`src/rtl/lynxTypes.sv`:
```
// Shared types for the DMA ISR request pipeline: payload width, packed request
// layout and the skid-buffer state encoding.
package lynxTypes;

    localparam int DMA_ISR_REQ_BITS = 32;

    typedef struct packed {
        logic [3:0]  vfid;
        logic [5:0]  pid;
        logic        host;
        logic        last;
        logic [19:0] len;
    } dma_isr_req_t;

    typedef enum logic [1:0] {
        ST_EMPTY = 2'd0,
        ST_HALF  = 2'd1,
        ST_FULL  = 2'd2
    } skid_state_e;

    // Number of entries a stage holds in a given state.
    function automatic logic [1:0] occ_of(input skid_state_e st);
        logic [1:0] n;
        case (st)
            ST_EMPTY: n = 2'd0;
            ST_HALF:  n = 2'd1;
            ST_FULL:  n = 2'd2;
            default:  n = 2'd0;
        endcase
        return n;
    endfunction

endpackage

```
`src/rtl/dma_isr_skid_stage.sv`:
```
// Single-channel, single-stage skid buffer. Every output (ready, valid, data,
// occupancy) comes straight from a flop, so no combinational path crosses it.
module dma_isr_skid_stage
    import lynxTypes::*;
#(
    parameter int DATA_BITS = DMA_ISR_REQ_BITS
) (
    input  logic                 clk_i,
    input  logic                 rst_i,
    input  logic                 flush,
    input  logic                 s_valid_i,
    output logic                 s_ready_o,
    input  logic [DATA_BITS-1:0] s_data_i,
    output logic                 m_valid_o,
    input  logic                 m_ready_i,
    output logic [DATA_BITS-1:0] m_data_o,
    output logic [1:0]           occupancy
);

    skid_state_e          state_q, state_d;
    logic [DATA_BITS-1:0] main_q, skid_q;
    logic                 s_ready_q, m_valid_q;
    logic [1:0]           occ_q;
    logic                 in_xfer_s, out_xfer_s;

    assign in_xfer_s  = s_valid_i & s_ready_q;
    assign out_xfer_s = m_valid_q & m_ready_i;

    // Next-state decision; flush overrides whatever the handshakes asked for.
    always_comb begin
        state_d = state_q;
        case (state_q)
            ST_EMPTY: begin
                if (in_xfer_s) state_d = ST_HALF;
                else           state_d = ST_EMPTY;
            end
            ST_HALF: begin
                if (in_xfer_s && !out_xfer_s)      state_d = ST_FULL;
                else if (out_xfer_s && !in_xfer_s) state_d = ST_EMPTY;
                else                               state_d = ST_HALF;
            end
            ST_FULL: begin
                if (out_xfer_s) state_d = ST_HALF;
                else            state_d = ST_FULL;
            end
            default: state_d = ST_EMPTY;
        endcase
        if (flush) state_d = ST_EMPTY;
        else       state_d = state_d;
    end

    // State, handshake flags and payload registers.
    always_ff @(posedge clk_i) begin
        if (rst_i) begin
            state_q   <= ST_EMPTY;
            s_ready_q <= 1'b1;
            m_valid_q <= 1'b0;
            occ_q     <= 2'd0;
            main_q    <= '0;
            skid_q    <= '0;
        end else begin
            state_q   <= state_d;
            s_ready_q <= (state_d != ST_FULL);
            m_valid_q <= (state_d != ST_EMPTY);
            occ_q     <= occ_of(state_d);
            case (state_q)
                ST_EMPTY: if (in_xfer_s) main_q <= s_data_i;
                ST_HALF: begin
                    if (in_xfer_s && out_xfer_s) main_q <= s_data_i;
                    else if (in_xfer_s)          skid_q <= s_data_i;
                end
                ST_FULL: if (out_xfer_s) main_q <= skid_q;
                default: ;
            endcase
        end
    end

    assign s_ready_o = s_ready_q;
    assign m_valid_o = m_valid_q;
    assign m_data_o  = main_q;
    assign occupancy = occ_q;

endmodule

```
`src/rtl/dma_isr_pipe_mc.sv`:
```
// N_CH independent channels, each a chain of N_STAGES skid stages.
// Optional per-channel output transfer counters: DMA_ISR_PIPE_STATS_EN.
module dma_isr_pipe_mc
    import lynxTypes::*;
#(
    parameter int  N_CH      = 4,
    parameter int  N_STAGES  = 2,
    parameter int  DATA_BITS = DMA_ISR_REQ_BITS,
    // Kept at least 1 bit wide so the pass-through build still has a legal port.
    localparam int OCC_BITS  = (N_STAGES == 0) ? 1 : $clog2(2 * N_STAGES + 1)
) (
    input  logic                      aclk,
    input  logic                      areset,
    input  logic                      flush,
    input  logic [N_CH-1:0]           s_req_valid,
    output logic [N_CH-1:0]           s_req_ready,
    input  logic [N_CH*DATA_BITS-1:0] s_req_data,
    output logic [N_CH-1:0]           m_req_valid,
    input  logic [N_CH-1:0]           m_req_ready,
    output logic [N_CH*DATA_BITS-1:0] m_req_data,
    output logic [N_CH*OCC_BITS-1:0]  occ
`ifdef DMA_ISR_PIPE_STATS_EN
    ,
    output logic [N_CH*32-1:0]        xfer_cnt
`endif
);

    if (N_STAGES == 0) begin : g_bypass
        assign s_req_ready = m_req_ready;
        assign m_req_valid = s_req_valid;
        assign m_req_data  = s_req_data;
        assign occ         = '0;
    end else begin : g_pipe
        for (genvar c = 0; c < N_CH; c++) begin : g_ch
            logic [N_STAGES:0]    vld_s, rdy_s;
            logic [DATA_BITS-1:0] dat_s [N_STAGES+1];
            logic [1:0]           stage_occ_s [N_STAGES];
            logic [OCC_BITS-1:0]  sum_s;

            assign vld_s[0]        = s_req_valid[c];
            assign dat_s[0]        = s_req_data[c*DATA_BITS +: DATA_BITS];
            assign s_req_ready[c]  = rdy_s[0];
            assign m_req_valid[c]  = vld_s[N_STAGES];
            assign rdy_s[N_STAGES] = m_req_ready[c];
            assign m_req_data[c*DATA_BITS +: DATA_BITS] = dat_s[N_STAGES];

            for (genvar s = 0; s < N_STAGES; s++) begin : g_st
                dma_isr_skid_stage #(
                    .DATA_BITS (DATA_BITS)
                ) u_stage (
                    .clk_i     (aclk),
                    .rst_i     (areset),
                    .flush     (flush),
                    .s_valid_i (vld_s[s]),
                    .s_ready_o (rdy_s[s]),
                    .s_data_i  (dat_s[s]),
                    .m_valid_o (vld_s[s+1]),
                    .m_ready_i (rdy_s[s+1]),
                    .m_data_o  (dat_s[s+1]),
                    .occupancy (stage_occ_s[s])
                );
            end

            // Channel occupancy is the sum of its stages' entry counts.
            always_comb begin
                sum_s = '0;
                for (int s = 0; s < N_STAGES; s++) begin
                    sum_s = sum_s + OCC_BITS'(stage_occ_s[s]);
                end
            end

            assign occ[c*OCC_BITS +: OCC_BITS] = sum_s;
        end
    end

`ifdef DMA_ISR_PIPE_STATS_EN
    for (genvar c = 0; c < N_CH; c++) begin : g_cnt
        logic [31:0] cnt_q;

        // Saturating count of m-side transfers; flush deliberately leaves it alone.
        always_ff @(posedge aclk) begin
            if (areset) begin
                cnt_q <= 32'd0;
            end else if (m_req_valid[c] && m_req_ready[c] && (cnt_q != 32'hFFFF_FFFF)) begin
                cnt_q <= cnt_q + 32'd1;
            end else begin
                cnt_q <= cnt_q;
            end
        end

        assign xfer_cnt[c*32 +: 32] = cnt_q;
    end
`endif

endmodule

```
`config.mk`:
```
export PLATFORM = sky130hd
export DESIGN_NAME = dma_isr_pipe_mc
export DESIGN_NICKNAME = d
export VERILOG_FILES = /design/src/rtl/lynxTypes.sv /design/src/rtl/dma_isr_skid_stage.sv /design/src/rtl/dma_isr_pipe_mc.sv
export SDC_FILE = /design/constraint.sdc
export NUM_CORES = 1
export LEC_CHECK = 0
export ABC_AREA = 1
export ABC_CLOCK_PERIOD_IN_PS = 1570
export BUFFER_PORTS_ARGS = -buffer_cell sky130_fd_sc_hd__buf_4
export CAP_MARGIN = 20
export CORE_AREA = 10 10 262 264
export DETAILED_ROUTE_END_ITERATION = 16
export DIE_AREA = 0 0 272 274
export GPL_ROUTABILITY_DRIVEN = 0
export SLEW_MARGIN = 30
export SYNTH_ARGS = -nofsm -noshare
export SYNTH_HDL_FRONTEND = slang
export SYNTH_SLANG_ARGS = --single-unit
```
`constraint.sdc`:
```
create_clock -name aclk -period 1.57 [get_ports aclk]
set_clock_uncertainty 0.1 [all_clocks]
set_input_delay 0.3925 -clock aclk [delete_from_list [all_inputs] [get_ports aclk]]
set_output_delay 0.3925 -clock aclk [all_outputs]
set_load 0.01 [all_outputs]
```
**After elaboration in Yosys (flattened, before gate mapping)**

Cells that the tools add are included.
W data, S select, Z words.

- Flip-flop bits (word level): 560
- Bits of input ports: 139
- Logic and storage cells: 300

- Add/sub/neg operators: 4
- Eq/ne operators: 64
- Mux-type cells: 88
- Bitwise logic cells: 20
- Reductions and logical operators: 76

Operators by type and width:

| operator | count |
|---|---|
| $mux W32 | 24 |
| $pmux W32 S3 | 8 |
| $mux W2 | 24 |
| $pmux W2 S3 | 8 |
| $ne A2 B1 Y1 const B | 20 |
| $eq A2 B1 Y1 const B | 16 |
| $eq A2 B2 Y1 const B | 16 |
| $pmux W2 S2 | 8 |
| $reduce_and A4 Y1 | 8 |
| $logic_and A1 B1 Y1 | 24 |
| $ne A2 B2 Y1 const B | 12 |
| $reduce_and A3 Y1 | 8 |
| $reduce_bool A3 Y1 | 8 |
| $logic_not A2 Y1 | 8 |
| $mux W1 | 16 |
| $reduce_bool A2 Y1 | 8 |
| $add A2 B2 Y3 | 4 |
| $and A1 B1 Y1 | 12 |
| $logic_not A1 Y1 | 12 |
| $not A1 Y1 | 8 |

**Logic depth before layout (Yosys ltp)**

Gate-level depths: netlist of run 1.

- Word-level depth: 9
- Depth in mapped cells: 9
- Mapped depth without buffers: 7

**By module**

Synthesis of run 1 repeated with hierarchy kept, for this count alone.

- Cell total of the unflattened synthesis: 3392
- Area, all modules: 25134.1 um^2

Modules (own cells, without submodules):

| module | instances | cells each | area each (um^2) |
|---|---|---|---|
| dma_isr_skid_stage | 8 | 422 | 3118.0 |
| dma_isr_pipe_mc | 1 | 16 | 190.2 |

**Worst setup path before layout of run 1**

Ideal clock, no wire load.

- Path type: register to output
- From: reg g_pipe.g_ch[3].g_st[0].u_stage.occ_q[0]
- To: out occ[10]
- Data arrival time: 1064 ps
- Path slack: 13 ps
- Cell stages (with the launch flop): 3
- Path buffers: 0
- Cells stage by stage: dfxtp_1 -> ha_1 -> fa_1

- Longest elaborated chain between the ends: 1

Ends and longest elaborated chain:

| element | RTL line | RTL |
|---|---|---|
| start: declaration | dma_isr_skid_stage.sv:23 | `logic [1:0] occ_q;` |
| start signal: assignment | dma_isr_skid_stage.sv:65 | `occ_q <= occ_of(state_d);` |
| $add A2 B2 Y3 | dma_isr_pipe_mc.sv:68 | `sum_s = sum_s + OCC_BITS'(stage_occ_s[s]);` |
| end: declaration | dma_isr_pipe_mc.sv:21 | `output logic [N_CH*OCC_BITS-1:0] occ` |

No other way between the ends.

**Final worst setup path of run 1**

- From: reg g_pipe.g_ch[2].g_st[0].u_stage.occ_q[0]
- To: out occ[7]

- Longest elaborated chain between the ends: 1

Ends and longest elaborated chain:

| element | RTL line |
|---|---|
| start: declaration | dma_isr_skid_stage.sv:23 |
| start signal: assignment | dma_isr_skid_stage.sv:65 |
| $add A2 B2 Y3 | dma_isr_pipe_mc.sv:68 |

No other way between the ends.

==> metrics.md, run 1 <==
| Metric | Value |
|---|---|
| Status | `finished with violations` |
| Failing checks | `negative setup slack` |
| Via count | `22997` |
| Largest net degree at the start of global routing | `a little under 100` |
| Pre-CTS setup slack | `-0.2639 ns` |
| Switch share | `about a quarter` |
| Starting Density | `between 30 and 40%` |
| Avg Vias per Cell | `about 4.8` |
| Critical Path Sink Type | `output port` |
| Final nets | `between 4000 and 5000` |
| Count leader, synth | `nand2_1` |
| Gr ovfl total | `0` |
| Fmax | `439.0 MHz` |
| GRT Total Usage | `18.51%` |
| Number of antenna violations at the first check in global routing | `3` |
| Post-synthesis register bit count | `between 500 and 600` |
| CTS tree | `yes` |
| Hold Slack | `0.1630 ns` |
| Area post-placement | `0.02792 mm^2` |
| NetSw | `8568 uW` |
| Pre-Repair DR Iteration Count | `5` |
| Cell Pwr Density | `1062 mW/mm^2` |
| Post-synth top area share | `44.61%` |
| Share of cells above drive strength 1 | `18.56%` |
| Die Span X | `272 um` |
| Max FO, Critical Path | `1` |
| Max_slew headroom | `about 64%` |
| I/O pins | `287` |
| Total clock sinks | `560` |
| Sequential-to-total area share from yosys stat | `between 40% and 50%` |
| Static Leak | `roughly 0.014 uW` |
| Wire per inst | `14.87 um` |
| Crit path DAT | `between 1.5 and 2 ns` |
| Async S/R FF share, synth | `0%` |
| Hold WC Path Type | `in -> reg` |
| Clock share of power | `42.5%` |
| Area contributors post-synth | `dfxtp_1 (45%), nand2_1 (15%), nor2_1 (8.8%), nand3_1 (6.0%), o21ai_0 (5.5%)` |
| Post-route DRC violation count | `0` |
| Core area | `between 0.06 and 0.07 mm^2` |
| Synthesized area | `around 0.025 mm^2` |
| Critical Path Start Type | `flip-flop` |
| Least-Margin Pin Slew | `0.5391 ns` |
| Primary FF master, synth | `dfxtp_1` |
| Fin util | `50.58%` |
| RSZ-0062 raised after global routing | `true` |
| Root Driver | `clkbuf_16` |
| Final Critical Period | `around 2.3 ns` |
| Number of synthesized flops with an enable pin | `0` |
| Final Setup Violations | `26` |
| Die area | `0.07453 mm^2` |
| Die Ht | `about 270 um` |
| Final Slew Violations | `0` |
| Core Rows | `between 90 and 100` |
| Sequential share of power | `45.1%` |
| Cell variety after synth | `26` |
| Combinational share of power | `between 10% and 20%` |
| Clock-pin transition on the worst setup and hold timing paths | `0.06 ns` |
| DP Wirelength | `approximately 47000 um` |
| Avg Cell Area, Syn | `between 6 and 7 um^2` |
| Crit Path Class | `reg -> out` |
| Final ANT Viol Nets | `0` |
| Drt first-iter violations | `1472` |
| Period utilization | `145.1%` |
| Synth top cells by count | `nand2_1 (998), nor2_1 (586), dfxtp_1 (560)` |
| Internal Power | `roughly 26000 uW` |
| PortBufs | `roughly 290` |
| Post-Route WL | `71780 um` |
| Worst skew pair latency | `a little over 0.6 ns` |
| Smallest setup slack after layout | `-0.7081 ns` |
| First-pass GRT wire length | `115200 um` |
| Hold Fails Final Rpt | `0` |
| Syn-to-layout area delta | `28.11%` |
| Clock buffers created by TritonCTS | `61` |
| Vias in the first global route | `21164` |
| Number of fill cells | `6233` |
| Finished Cell Area | `around 0.032 mm^2` |
| H-Tree Depth | `2` |
| Max cap viols | `0` |
| Synth warnings | `0` |
| CTS max path bufs | `3` |
| Setup tns final | `-5.698 ns` |
| Critical Path RT | `between 1 and 1.5 ns` |
| Yosys top cell by area | `dfxtp_1` |
| Post-Synthesis Cells | `3688` |
| Peak supply drop | `0.8312 mV` |
| Synth Net Count | `3835` |
==> layer usage <==
metal,GRT usage (%),up-vias,wire [um]
met5,0,-,0
li1,-,12073,-
met2,28.74,510,31870
met3,3.380,116,3649
met1,25.79,10298,34460
met4,5.453,0,1802
==> worst paths after layout <==
path                                                    start                                     endpoint  slack, ns  cells past startpoint
setup / recovery  g_pipe.g_ch[2].g_st[0].u_stage.occupancy[0]                                       occ[7]      -0.71                      3
hold / removal                                          flush    g_pipe.g_ch[1].g_st[0].u_stage.state_q[0]       0.16                      5
setup reg to reg    g_pipe.g_ch[0].g_st[0].u_stage.state_q[1]  g_pipe.g_ch[0].g_st[0].u_stage.occupancy[1]       0.07                      8
hold reg to reg      g_pipe.g_ch[2].g_st[1].u_stage.skid_q[6]     g_pipe.g_ch[2].g_st[1].u_stage.skid_q[6]       0.34                      2
==> critical path, stage by stage, from the launching register on <==
cell and delay, ns:
dfxtp_2 0.33, ha_4 0.15, fa_2 0.59, buf_6 0.13
==> metrics by stage <==
stage,std cells,total power [uW]
after floorplan,3688,18030
after global placement,4578,19380
after detailed placement,4578,19410
after CTS,4821,34570
after global routing,4827,35760
final,4828,34170
==> flip-flops by register name (all words and copies together) (netlist names) <==
name	cells
g_pipe.g_ch.g_st.u_stage.m_data_o	256
g_pipe.g_ch.g_st.u_stage.skid_q	256
g_pipe.g_ch.g_st.u_stage.occupancy	16
g_pipe.g_ch.g_st.u_stage.state_q	16
g_pipe.g_ch.g_st.u_stage.m_valid_o	8
g_pipe.g_ch.g_st.u_stage.s_ready_o	8
==> cells by family (layout without fill, tap and decap cells) <==
logic type / after synthesis / in the layout / synth area share (%)
other: 0 / 2 / 0
adders and majority gates: 8 / 8 / 0.5178
xor gates and xnor gates: 2 / 2 / 0.06972
DFF: 560 / 560 / 44.61
AOI/OAI and AO/OA: 593 / 593 / 12.36
buffers and inverters: 617 / 900 / 12.14
and+or+nand+nor: 1908 / 1908 / 30.29
==> layout by cell type, fill, tap and decap left out, types with 19 or more instances in the layout <==
cell type      instances
dlygate4sd3_1        128
inv_1                207
dfxtp_1              412
nor2_1               584
buf_6                153
o21ai_0              273
nand3_1              295
dfxtp_2              142
buf_12                52
a21oi_1              191
a31oi_1               96
nand2_1              992
o21ai_1               29
clkbuf_16             63
buf_4                237
clkbuf_8              19
==> power groups by stage <==
stage / Sequential, uW / Clock, uW / Combinational, uW
after floorplan: 15500 / 0 / 2570
after global placement: 15600 / 0 / 3760
after detailed placement: 15600 / 0 / 3780
after CTS: 15400 / 14900 / 4220
after global routing: 15500 / 15500 / 4750
final: 15400 / 14500 / 4220
==> timing repair <==
action	CTS	global route
cloned	0	0
hold buffers	128	0
gates resized for setup	312	23
pin swaps	7	1
setup endpoints to repair	156	318
buffers inserted	7	5
endpoints found under the hold margin	214	0
==> area by class of cell <==
type | instances | area, um^2 | share of cell area [%]
antenna | 2 | 5.005 | 0.01555
clock buffer | 99 | 1902 | 5.907
clock inverter | 12 | 146.4 | 0.4547
inverter | 219 | 829.5 | 2.577
multi-input combinational | 2511 | 11010 | 34.19
sequential | 560 | 11410 | 35.44
tap | 855 | 1070 | 3.323
timing repair buffer | 570 | 5824 | 18.09
Power figures use the tool's default switching activity.
==> run 2: changes to the inputs <==
--- a/config.mk
+++ b/config.mk
@@ -5,13 +5,12 @@
 export SDC_FILE = /design/constraint.sdc
 export NUM_CORES = 1
 export LEC_CHECK = 0
-export ABC_AREA = 1
 export ABC_CLOCK_PERIOD_IN_PS = 1570
 export BUFFER_PORTS_ARGS = -buffer_cell sky130_fd_sc_hd__buf_4
 export CAP_MARGIN = 20
-export CORE_AREA = 10 10 262 264
+export CORE_AREA = 10 10 253 255
 export DETAILED_ROUTE_END_ITERATION = 16
-export DIE_AREA = 0 0 272 274
+export DIE_AREA = 0 0 263 265
 export GPL_ROUTABILITY_DRIVEN = 0
 export SLEW_MARGIN = 30
 export SYNTH_ARGS = -nofsm -noshare
==> run 2 against run 1 <==
Net effect: the flow still finishes with violations (negative setup slack); worst setup slack got worse by 0.045 ns; cell area increased by 14%; count of clock-buffer cells in the layout decreased by 10; critical endpoint is now occ[10]; maximum frequency decreased by 2.0%; core utilization increased by 12 points; routed wire length increased by 20%; cell count decreased by 19%; highest routed layer is now met5.
==> metrics.md, run 2 <==
| Metric | Value |
|---|---|
| PortBufs | `approximately 290` |
| Least-Margin Pin Slew | `0.3488 ns` |
| Finished Cell Area | `approximately 0.037 mm^2` |
| Syn-to-layout area delta | `56.48%` |
| Slowest stage delay, CP | `0.61 ns` |
| Largest net degree at the start of global routing | `51` |
| Multi-input combinational cell area | `~0.013 mm^2` |
| Number of fill cells | `4353` |
| Fmax | `approximately 430 MHz` |
| Vias in the first global route | `21278` |
| Clock-pin transition on the worst setup and hold timing paths | `0.06 ns` |
| # diodes | `0` |
| Sequential-to-total area share from yosys stat | `between 40% and 50%` |
| Area post-placement | `0.02704 mm^2` |
| Yosys top cell by area | `dfxtp_1` |
| Gr ovfl total | `0` |
| Post-Route WL | `86030 um` |
| Max_slew headroom | `76.08%` |
| I/O pins | `between 200 and 300` |
| Critical Path Sink Type | `output port` |
| Starting Density | `between 30% and 40%` |
| Commonest cells after routing, fill and taps aside | `nand2_1 (442), dfxtp_1 (398), buf_4 (265), mux2i_1 (247), a211oi_2 (238)` |
| Final Critical Period | `2.323 ns` |
| Synth Area in Adders | `0.5558%` |
| Status | `finished with violations` |
| Final ANT Viol Nets | `0` |
| Crit path DAT | `1.83 ns` |
| Critical Path Start Type | `flip-flop` |
| Register Area | `0.01145 mm^2` |
| Avg Vias per Cell | `5.532` |
| CTS tree | `yes` |
| Pre-Repair DR Iteration Count | `5` |
| Crit Path Class | `reg -> out` |
| Post-Synthesis Cells | `2640` |
| Critical Path RT | `1.08 ns` |
| CTS max path bufs | `3` |
| Max FO, Critical Path | `1` |
| XOR/XNOR share of the synthesized area | `0%` |
| Post-synthesis simple-gate area fraction | `around 16%` |
| Number of antenna violations at the first check in global routing | `2` |
| Die Span X | `263 um` |
| Crit-path slowest cell | `fa_2` |
| RSZ-0062 raised after global routing | `true` |
| Final Setup Violations | `312` |
| Smallest setup slack after layout | `-0.7535 ns` |
| Static Leak | `0.01491 uW` |
| Worst skew pair latency | `0.61 ns` |
| Core Rows | `89` |
| Async S/R FF share, synth | `0%` |
| Avg Cell Area, Syn | `8.868 um^2` |
| Wire per inst | `21.98 um` |
| Area contributors post-synth | `dfxtp_1 (48%), mux2i_1 (11%), nand2_1 (8.7%), a211oi_1 (7.2%), a21oi_1 (5.8%)` |
| Cell Pwr Density | `975.3 mW/mm^2` |
| Drt first-iter violations | `around 1500` |
| Synth warnings | `0` |
| Period utilization | `148.0%` |
| Peak supply drop | `0.8263 mV` |
| Primary FF master, synth | `dfxtp_1` |
| Synth top cells by count | `dfxtp_1 (560), nand2_1 (542), a21oi_1 (272)` |
| Post-Layout Cell Count | `just under 4000` |
| Reg2reg start | `g_pipe.g_ch[2].g_st[1].u_stage.m_valid_o` |
| Cell variety after synth | `46` |
| Die Ht | `265 um` |
| Final nets | `3240` |
| Total power | `35730 uW` |
| Clock buffers created by TritonCTS | `59` |
| Number of synthesized flops with an enable pin | `0` |
| CP Cell Sequence | `ha_4, fa_2, buf_6` |
| Fin util | `between 60% and 70%` |
| Min-Delay Startpoint | `flush` |
| H-Tree Depth | `2` |
| Hold Fails Final Rpt | `0` |
| Count leader, synth | `dfxtp_1` |
| DP Wirelength | `43980 um` |
| Via count | `approximately 22000` |
| Total clock sinks | `560` |
| Post-synthesis mux area share | `approximately 11%` |
| Die area | `0.06970 mm^2` |
| GRT Total Usage | `21.23%` |
| Pre-CTS setup slack | `-0.3060 ns` |
| Largest family of logic cells by synthesized area | `compound AO/OA/AOI/OAI gates` |
| Synth Area in Compound Gates | `15.96%` |
| Hold WC Path Type | `in -> reg` |
| Final Slew Violations | `0` |
| Failing checks | `negative setup slack` |
| Synthesized area | `around 0.023 mm^2` |
| Root Driver | `clkbuf_16` |
| Post-route DRC violation count | `0` |
| Post-synth top area share | `47.88%` |
| Commonest non-fill, non-tap cell in the layout | `nand2_1` |
| Core area | `0.05880 mm^2` |
| Setup crit start | `g_pipe.g_ch[3].g_st[0].u_stage.occupancy[0]` |
| Post-synthesis register bit count | `between 500 and 600` |
| Share of cells above drive strength 1 | `47.37%` |
| First-pass GRT wire length | `about 120000 um` |
| Max cap viols | `0` |
| Placed cell count | `3487` |
| Synth Net Count | `about 2800` |
run 2: cell count changes after synthesis, moves of 73 or more:
cell      change
mux2i_1     +256
o21ai_0     -274
a21oi_1      +80
nand3_1     -288
nor2_1      -511
inv_1       -193
nor3_1      +201
a211oi_1    +226
buf_2        -73
nand2_1     -456
a31oi_1      -96
run 2: repair_timing:
item / 4_1_cts / 5_1_grt
hold buffers: 128 / 0
endpoints found under the setup margin: 398 / 638
pin swaps: 99 / 153
setup buffers: 96 / 43
endpoints found under the hold margin: 128 / 0
cloned: 43 / 36
gates resized for setup: 613 / 437
run 2: cell type report:
class                           instances  area share, %
Clock inverter                         20         0.7138
Timing Repair Buffer                  748          24.45
Inverter                               15         0.1537
Multi-Input combinational cell       1709          35.99
Sequential cell                       560          31.26
Clock buffer                           89          4.781
Tap cell                              773          2.640
run 2: layer usage:
metal | vias to the layer above | track usage, % | routed length [um]
met4 | 4 | 7.502 | 3227
li1 | 9954 | - | -
met2 | 824 | 35.95 | 42360
met1 | 10640 | 26.46 | 34460
met3 | 231 | 4.237 | 5956
met5 | - | 0 | 28
run 2: cells by family (layout without fill, tap and decap cells):
kind of cell | Yosys count | after routing
simple gates | 879 | 882
compound gates | 563 | 563
flops | 560 | 560
buf+inv | 374 | 872
mux | 256 | 256
fa+ha+maj | 8 | 8
run 2: worst max-delay path, delay by kind of cell, from the launching register on:
kind	cells	cell delay, ns
buffers and inverters	1	0.13
DFF	1	0.33
adders and majority gates	2	0.76
run 2: final timing paths:
| path | end | slack [ns] | cells after the start |
|---|---|---|---|
| max | occ[10] | -0.75 | 3 |
| min | g_pipe.g_ch[3].g_st[0].u_stage.s_ready_o | 0.04 | 4 |
| max reg2reg | g_pipe.g_ch[2].g_st[1].u_stage.skid_q[31] | -0.23 | 7 |
| min reg2reg | g_pipe.g_ch[3].g_st[0].u_stage.skid_q[8] | 0.35 | 2 |
run 2: metrics by stage:
stage,hold WS (ns),setup TNS [ns]
6_report,0.04275,-24.60
5_1_grt,0.02843,-46.23
4_1_cts,0.003459,-24.53
3_5_place_dp,0.3456,-41.19
3_3_place_gp,0.3402,-29.07
2_1_floorplan,0.3357,-8.140
run 2: where the power goes:
part | internal [uW] | switching (uW)
Clock | 8650 | 5870
Sequential | 14900 | 609
Combinational | 2940 | 2770
==> run 3: changes to the inputs <==
--- a/config.mk
+++ b/config.mk
@@ -9,9 +9,11 @@
 export BUFFER_PORTS_ARGS = -buffer_cell sky130_fd_sc_hd__buf_4
 export CAP_MARGIN = 20
 export CORE_AREA = 10 10 253 255
+export CTS_BUF_LIST = sky130_fd_sc_hd__clkbuf_16
 export DETAILED_ROUTE_END_ITERATION = 16
 export DIE_AREA = 0 0 263 265
 export GPL_ROUTABILITY_DRIVEN = 0
+export SKIP_CTS_REPAIR_TIMING = 1
 export SLEW_MARGIN = 30
 export SYNTH_ARGS = -nofsm -noshare
 export SYNTH_HDL_FRONTEND = slang
==> run 3 against run 2 <==
Net effect: count of clock-buffer cells in the layout down 28; critical path depth unchanged; critical path type unchanged; worst setup slack worse by 0.0089 ns; hold slack worse by 0.0041 ns; maximum frequency down 0.38%; power down 3.3%; register-to-register slack better by 0.03 ns; highest routed layer unchanged; cell count down 0.97%; the run still ends with negative setup slack left; largest power group unchanged; first-iteration DRC count down 0.13%.
==> metrics.md, run 3 (same netlist as run 2, synthesis figures left out) <==
| Metric | Value |
|---|---|
| Largest net degree at the start of global routing | `51` |
| Smallest setup slack after layout | `-0.7623 ns` |
| Least-Margin Pin Slew | `0.4357 ns` |
| Crit-path slowest cell | `fa_2` |
| Static Leak | `between 0.01 and 0.015 uW` |
| PortBufs | `286` |
| Vias in the first global route | `18701` |
| Critical Path Start Type | `flip-flop` |
| Failing checks | `negative setup slack` |
| Die Span X | `approximately 260 um` |
| Gr ovfl total | `0` |
| Via count | `21294` |
| DP Wirelength | `approximately 44000 um` |
| Post-route DRC violation count | `0` |
| Worst R2R Setup Slack | `-0.20 ns` |
| Period utilization | `148.6%` |
| Worst setup endpoint | `occ[10]` |
| Slowest stage delay, CP | `0.61 ns` |
| Clock buffers created by TritonCTS | `approximately 60` |
| Peak supply drop | `0.8257 mV` |
| Share of cells above drive strength 1 | `41.73%` |
| GRT Total Usage | `17.81%` |
| CP Cell Sequence | `ha_4, fa_2, buf_6` |
| Reg2reg start | `g_pipe.g_ch[2].g_st[1].u_stage.state_q[0]` |
| Pre-CTS setup slack | `-0.3060 ns` |
| Die area | `0.06970 mm^2` |
| Post-Route WL | `82000 um` |
| CTS tree | `yes` |
| Max FO, Critical Path | `1` |
| Max cap viols | `0` |
| Number of antenna violations at the first check in global routing | `2` |
| R2r endpoint | `g_pipe.g_ch[2].g_st[1].u_stage.m_data_o[26]` |
| Total clock sinks | `560` |
| Number of fill cells | `4641` |
| Fmax | `428.8 MHz` |
| Avg Vias per Cell | `approximately 5.5` |
| Pre-Repair DR Iteration Count | `5` |
| Setup tns final | `-21.02 ns` |
| CTS max path bufs | `3` |
| RSZ-0062 raised after global routing | `true` |
| Final ANT Viol Nets | `0` |
| Wire per inst | `21.15 um` |
| Final Setup Violations | `between 200 and 300` |
| # diodes | `0` |
| First-pass GRT wire length | `just over 100000 um` |
| Die Ht | `265 um` |
| H-Tree Depth | `2` |
| R2R cell count | `6` |
| Crit path DAT | `1.84 ns` |
| Hold Slack | `0.03864 ns` |
| Root Driver | `clkbuf_16` |
| Final Critical Period | `2.332 ns` |
| Max_slew headroom | `70.95%` |
| Cell Pwr Density | `986.5 mW/mm^2` |
| Crit Path Class | `reg -> out` |
| I/O pins | `287` |
| Status | `finished with violations` |
| Commonest cells after routing, fill and taps aside | `nand2_1 (505), dfxtp_1 (398), buf_4 (264), mux2i_1 (244), a21oi_1 (233)` |
| Worst skew pair latency | `between 0.6 and 0.7 ns` |
| Core area | `0.05880 mm^2` |
| Core Rows | `between 80 and 90` |
| Drt first-iter violations | `1518` |
| Fin util | `59.58%` |
| Commonest non-fill, non-tap cell in the layout | `nand2_1` |
| Clock-pin transition on the worst setup and hold timing paths | `0.06 ns` |
| Critical Path Sink Type | `output port` |
| Critical Path RT | `1.08 ns` |
| Syn-to-layout area delta | `49.62%` |
| Setup crit start | `g_pipe.g_ch[3].g_st[0].u_stage.occupancy[0]` |
| Final Slew Violations | `0` |
| Hold WC Path Type | `in -> reg` |
| Starting Density | `about two fifths` |
| Final nets | `3202` |
| Hold Fails Final Rpt | `0` |
-- run 3: stage by stage --
stage / total power [uW] / area [um^2] / instances
after floorplan: 18010 / 24360 / 2640
after global placement: 19180 / 27040 / 3487
after detailed placement: 19280 / 27040 / 3487
after CTS: 32980 / 28940 / 3596
after global routing: 35740 / 35030 / 3876
final: 34550 / 35030 / 3876
-- run 3: area by class of cell --
| cell class | count | area, um^2 | share of cell area [%] |
|---|---|---|---|
| multi-input combinational | 1709 | 12500 | 35.70 |
| clock buffer | 61 | 1526 | 4.358 |
| sequential | 560 | 11480 | 32.78 |
| timing repair buffer | 710 | 8127 | 23.20 |
| tap | 773 | 967.2 | 2.761 |
| clock inverter | 48 | 366.6 | 1.047 |
| inverter | 15 | 56.30 | 0.1607 |
-- run 3: how the worst min path moves through the flow --
stage                                                         start                                   endpoint  slack, ns  cells past startpoint
final                                                         flush   g_pipe.g_ch[3].g_st[0].u_stage.s_ready_o       0.04                      4
after global routing                                         areset   g_pipe.g_ch[2].g_st[0].u_stage.skid_q[3]       0.03                      3
after CTS                                            s_req_data[13]  g_pipe.g_ch[0].g_st[0].u_stage.skid_q[13]      -0.10                      3
after detailed placement  g_pipe.g_ch[0].g_st[1].u_stage.skid_q[19]  g_pipe.g_ch[0].g_st[1].u_stage.skid_q[19]       0.35                      2
after global placement    g_pipe.g_ch[0].g_st[1].u_stage.skid_q[13]  g_pipe.g_ch[0].g_st[1].u_stage.skid_q[13]       0.34                      2
after floorplan            g_pipe.g_ch[0].g_st[0].u_stage.skid_q[0]   g_pipe.g_ch[0].g_st[0].u_stage.skid_q[0]       0.34                      2
-- run 3: critical path: cells and delay by family, from the launching register on --
family	cells	cell delay, ns
flip-flops	1	0.33
buffers and inverters	1	0.13
adder cells (fa/ha/maj)	2	0.76
-- run 3: per-layer routing --
metal	vias to the layer above	share of wire, %	track usage [%]
li1	9869	-	-
met1	10429	41	23.11
met2	792	49	29.34
met3	200	6.5	3.693
met4	4	3.6	5.374
met5	-	0.038	0
-- run 3: power by group --
group	total [uW]	internal [uW]	switching, uW
Clock	13800	7950	5840
Combinational	5320	2720	2600
Sequential	15400	14900	564
Total	34600	25600	9000
